[src/rtl/item_code_entry.sv]
// Keypad item-code entry controller: collects up to MAX_DIGITS decimal digits,
// validates the code against ITEM_COUNT, issues it to the item selector and
// waits for its acknowledge. Entry inactivity and a missing acknowledge both
// abandon the transaction with a timeout pulse.
//
// state      | meaning
// -----------+-----------------------------------------------------------
// S_IDLE     | no digits held, waiting for the first digit
// S_ENTRY    | collecting digits, entry inactivity timer running
// S_ISSUE    | item_select_valid strobe cycle for the accepted code
// S_WAIT_ACK | waiting for selection_ready, acknowledge timer running
module item_code_entry #(
  parameter int ITEM_ADDR_WIDTH = 10,
  parameter int MAX_DIGITS      = 3,
  parameter int ITEM_COUNT      = 1000,
  parameter int ENTRY_TIMEOUT   = 1000000,
  parameter int ACK_TIMEOUT     = 4
) (
  input  logic                             clk,
  input  logic                             rst,
  input  logic                             key_valid,
  input  logic [3:0]                       key_code,
  input  logic                             selection_ready,
  output logic [ITEM_ADDR_WIDTH-1:0]       item_select,
  output logic                             item_select_valid,
  output logic [$clog2(MAX_DIGITS+1)-1:0]  digit_count,
  output logic                             entry_busy,
  output logic                             entry_done,
  output logic                             entry_error,
  output logic                             timeout
);

  // Accumulator holds 10^MAX_DIGITS-1 without truncation.
  localparam int ACC_W = $clog2(10**MAX_DIGITS);
  localparam int DC_W  = $clog2(MAX_DIGITS+1);
  localparam int ET_W  = $clog2(ENTRY_TIMEOUT+1);
  localparam int AT_W  = $clog2(ACK_TIMEOUT+1);
  localparam logic [31:0] ITEM_LIMIT = ITEM_COUNT;

  typedef enum logic [1:0] {
    S_IDLE     = 2'd0,
    S_ENTRY    = 2'd1,
    S_ISSUE    = 2'd2,
    S_WAIT_ACK = 2'd3
  } state_t;

  state_t             state, state_n;
  logic [ACC_W-1:0]   acc, acc_n, acc_shift;
  logic [DC_W-1:0]    dc_n;
  logic [ET_W-1:0]    entry_timer, entry_timer_n;
  logic [AT_W-1:0]    ack_timer, ack_timer_n;
  logic [ITEM_ADDR_WIDTH-1:0] sel_n;
  logic               valid_n, done_n, err_n, to_n;
  logic               key_digit, key_clear, key_enter, key_accept;
  logic               acc_out_of_range;

  // Key decode; codes C-F fall through every branch and leave the timer alone.
  always_comb begin
    key_digit        = key_valid && (key_code <= 4'd9);
    key_clear        = key_valid && (key_code == 4'hA);
    key_enter        = key_valid && (key_code == 4'hB);
    key_accept       = key_digit || key_clear || key_enter;
    acc_shift        = (acc * ACC_W'(10)) + ACC_W'(key_code);
    acc_out_of_range = (32'(acc) >= ITEM_LIMIT);
  end

  // Next-state and next-output logic; timers are down-counters that fire at zero.
  always_comb begin
    state_n       = state;
    acc_n         = acc;
    dc_n          = digit_count;
    sel_n         = item_select;
    valid_n       = 1'b0;
    done_n        = 1'b0;
    err_n         = 1'b0;
    to_n          = 1'b0;
    entry_timer_n = entry_timer;
    ack_timer_n   = ack_timer;
    case (state)
      S_IDLE: begin
        if (key_digit) begin
          acc_n         = ACC_W'(key_code);
          dc_n          = DC_W'(1);
          entry_timer_n = ET_W'(ENTRY_TIMEOUT - 1);
          state_n       = S_ENTRY;
        end else if (key_clear) begin
          acc_n = '0;
          dc_n  = '0;
        end else if (key_enter) begin
          err_n = 1'b1;
        end
      end
      S_ENTRY: begin
        if (key_accept) begin
          // A key wins over a coincident timer expiry and restarts the timer.
          entry_timer_n = ET_W'(ENTRY_TIMEOUT - 1);
          if (key_digit) begin
            if (digit_count < DC_W'(MAX_DIGITS)) begin
              acc_n = acc_shift;
              dc_n  = digit_count + DC_W'(1);
            end else begin
              err_n = 1'b1;
            end
          end else if (key_clear) begin
            acc_n   = '0;
            dc_n    = '0;
            state_n = S_IDLE;
          end else begin
            if (acc_out_of_range) begin
              err_n   = 1'b1;
              acc_n   = '0;
              dc_n    = '0;
              state_n = S_IDLE;
            end else begin
              sel_n   = ITEM_ADDR_WIDTH'(acc);
              valid_n = 1'b1;
              state_n = S_ISSUE;
            end
          end
        end else if (entry_timer == '0) begin
          to_n    = 1'b1;
          acc_n   = '0;
          dc_n    = '0;
          state_n = S_IDLE;
        end else begin
          entry_timer_n = entry_timer - ET_W'(1);
        end
      end
      S_ISSUE: begin
        ack_timer_n = AT_W'(ACK_TIMEOUT - 1);
        state_n     = S_WAIT_ACK;
      end
      S_WAIT_ACK: begin
        if (selection_ready) begin
          done_n  = 1'b1;
          acc_n   = '0;
          dc_n    = '0;
          state_n = S_IDLE;
        end else if (ack_timer == '0) begin
          to_n    = 1'b1;
          acc_n   = '0;
          dc_n    = '0;
          state_n = S_IDLE;
        end else begin
          ack_timer_n = ack_timer - AT_W'(1);
        end
      end
      default: begin
        acc_n   = '0;
        dc_n    = '0;
        state_n = S_IDLE;
      end
    endcase
  end

  // State, datapath and registered outputs; reset abandons everything silently.
  always_ff @(posedge clk) begin
    if (rst) begin
      state             <= S_IDLE;
      acc               <= '0;
      digit_count       <= '0;
      item_select       <= '0;
      item_select_valid <= 1'b0;
      entry_busy        <= 1'b0;
      entry_done        <= 1'b0;
      entry_error       <= 1'b0;
      timeout           <= 1'b0;
      entry_timer       <= '0;
      ack_timer         <= '0;
    end else begin
      state             <= state_n;
      acc               <= acc_n;
      digit_count       <= dc_n;
      item_select       <= sel_n;
      item_select_valid <= valid_n;
      entry_busy        <= (state_n != S_IDLE);
      entry_done        <= done_n;
      entry_error       <= err_n;
      timeout           <= to_n;
      entry_timer       <= entry_timer_n;
      ack_timer         <= ack_timer_n;
    end
  end

endmodule
[config.mk]
export PLATFORM = sky130hd
export DESIGN_NAME = item_code_entry
export DESIGN_NICKNAME = d
export VERILOG_FILES = /design/src/rtl/item_code_entry.sv
export SDC_FILE = /design/constraint.sdc
export NUM_CORES = 1
export LEC_CHECK = 0
export ABC_AREA = 1
export BUFFER_PORTS_ARGS = -buffer_cell sky130_fd_sc_hd__buf_2
export CAP_MARGIN = 20
export CORE_MARGIN = 10
export CORE_UTILIZATION = 35
export CTS_CLUSTER_DIAMETER = 120
export CTS_CLUSTER_SIZE = 8
export DETAILED_ROUTE_END_ITERATION = 8
export PLACE_DENSITY = 0.57
export SETUP_SLACK_MARGIN = 0.3
export SLEW_MARGIN = 20
export SYNTH_ARGS = -nofsm -noshare
export SYNTH_HDL_FRONTEND = slang
export SYNTH_SLANG_ARGS = --single-unit
[constraint.sdc]
create_clock -name clk -period 2.4 [get_ports clk]
set_clock_uncertainty 0.15 [all_clocks]
set_input_delay 0.24 -clock clk [delete_from_list [all_inputs] [get_ports clk]]
set_output_delay 0.24 -clock clk [all_outputs]
set_load 0.01 [all_outputs]
==> run summary <==
Pint - 1350 uW
clk buf depth - 2
clock latency on the worst-skew pair - 0.31 ns
largest net degree at the start of global routing - 28
Die Footprint - 0.0134 sq mm
layout cells sized above 1 - 0.182
DR vias/cell - 4.96
Filler Cell Count - 894
GRT Resource Usage Total - 0.123
top-area cell type share of the netlist area - 0.324
Area contributors post-synth - dfxtp_1, nand2_1, nor2_1
clk slew on worst S/H paths - 0.10 ns
Final ANT Viol Nets - 0
Sink Count - 52
Clock Power Share - 0.260
vias in the first global route - 2909
DRC viols - 0
Net Sw Power - 696 uW
Max Freq - 0.436 GHz
final hold vios - 0
post-synthesis cell type count - 44
routability cong. - 0.855
Worst Hold Class - in2reg
post-synthesis async set-or-reset flop share - 0
final cell count without fillers - 618
Req. time, crit path - 2.49 ns
Final setup viols - 0
Post-synth EDFFs - 0
placed insts - 599
syn_area_per_cell - 6.82 sq um
worst setup path class - reg2reg
nets@finish - 537
Pleak - 0.00172 uW
chip height - 116 microns
Root Buffer - clkbuf_8
global-route wire length before repair - 13600 microns
ANT cells - 0
VDD IR max - 0.000366 V
Post-CTS Hold Fix Bufs - 0
run status - completed
Vias - 3068
chip width - 116 microns
CTS Buf Count - 5
Clock H-tree levels - 2
worst slew pin tran - 0.421 ns
Seq cells post-synth - 52
final setup TNS - 0 ns
TritonCTS clock tree - built
maxcap violations - 0
core outline area - 0.00881 sq mm
peak fanout along the critical path - 2
Cells after Synth - 471
Final period util - 0.956
Post-Syn Nets - 499
Port Buffers - 24
Primary FF master, synth - dfxtp_1
Relative slew margins - 0.719
placed inst area - 0.00348 sq mm
Tot Pwr - 2050 uW
CP arrival - 2.38 ns
hpwl dp - 6180 microns
sw frac - 0.340
IO Pins - 25
grt total ovfl - 0
final worst path period need - 2.29 ns
YS warnings - 0
Initial DRT Pass Iterations - 4
starting density of the core - 0.365
area grow syn2layout - 16.4%
Slew Viols, Final - 0
part of the power in registers - 0.465
Power Density - 549 mW/mm^2
First DRT Iteration DRCs - 177
Seq/Total Area, Yosys - 0.324
WL per Instance - 13.2 microns
RSZ-0062 raised after global routing - true
final wirelength - 8170 microns
row cnt - 34
most frequent cells in the layout - nand2_1, nor2_1, inv_1, dfxtp_1, a21oi_1
Synth Cell Area - 0.00321 sq mm
initial antenna violation count - 0
combinational share of power - 0.274
CP Launch Type - flop
Setup crit end kind - flop
Finished Cell Area - 0.00374 sq mm
Util after Layout - 0.424
most common cell after layout, fill and taps aside - nand2_1
Yosys top cell by area - dfxtp_1
## metrics by stage
step / setup slack, ns / hold WS, ns
after floorplan: 0.234 / 0.264
after global placement: 0.131 / 0.297
after detailed placement: 0.0769 / 0.301
after CTS: 0.0834 / 0.124
after global routing: -0.0693 / 0.143
final: 0.106 / 0.135
## worst max-delay path, stage by stage (launching register included)
cell and delay [ns]:
dfxtp_4 0.36, ha_4 0.27, ha_4 0.12, inv_2 0.03, fa_1 0.47, nor2_2 0.13
nand3_2 0.09, nor2_1 0.13, nand3_1 0.10, nor2_1 0.10, nand2_1 0.05, nand2_1 0.06
nand3_1 0.06, a21oi_1 0.11
## cells by family after synthesis
logic type	count (synthesis)	share of synthesized area
AO/OA/AOI/OAI	77	0.130
adder cells (fa/ha/maj)	20	0.0826
flip-flops	52	0.324
buffers and inverters	68	0.0892
XOR/XNOR	11	0.0300
AND/OR/NAND/NOR	243	0.344
## worst paths after layout
path | start | endpoint | slack [ns] | cells past startpoint
setup / recovery | acc[1] | acc[9] | 0.11 | 13
hold / removal | key_code[0] | entry_error | 0.14 | 3
setup reg to reg | acc[1] | acc[9] | 0.11 | 13
hold reg to reg | ack_timer[0] | ack_timer[0] | 0.30 | 1
## synth_stat cells, types with 5 or more instances
library cell and instances:
nand2_2 5, dfxtp_1 52, a21oi_1 34, nor2_1 75, o21ai_0 29, ha_1 18
nand2_1 100, nand3_1 31, inv_1 55, xor2_1 7, nand4_1 9
## final cells by class
| class | count | area, sq um | share of cell area |
|---|---|---|---|
| inverter | 59 | 229 | 0.0613 |
| tap | 108 | 135 | 0.0362 |
| sequential | 52 | 1060 | 0.283 |
| clock buffer | 7 | 86.3 | 0.0231 |
| multi-input combinational | 351 | 1970 | 0.527 |
| clock inverter | 1 | 7.51 | 0.00201 |
| timing repair buffer | 40 | 253 | 0.0676 |
## timing repair
action                                  CTS  global route
hold endpoints to repair                  0             0
buffers inserted                          4             7
cloned                                    0             0
pin swaps                                 5            13
gates resized for setup                   6            17
endpoints found under the setup margin    7            21
## power by group through the flow
| stage | combinational, uW | clock, uW | sequential, uW |
|---|---|---|---|
| floorplan | 404 | 0 | 965 |
| global placement | 511 | 0 | 973 |
| detailed placement | 513 | 0 | 974 |
| CTS | 528 | 549 | 953 |
| global route | 643 | 589 | 961 |
| finish | 563 | 534 | 955 |
## state kept, by name, indices dropped and copies added, names as in the netlist
name and flops:
acc 10, ack_timer 3, digit_count 2, entry_busy 1, entry_done 1, entry_error 1
entry_timer 20, item_select 10, item_select_valid 1, state 2, timeout 1
## metal layers
metal	routed length, microns	part of all wire	global-route usage
met2	3760	0.46	0.202
met5	0	0	0
met1	4000	0.49	0.164
met4	39	0.0048	0.0242
met3	373	0.046	0.0269
(Power assumes the default switching activity.)
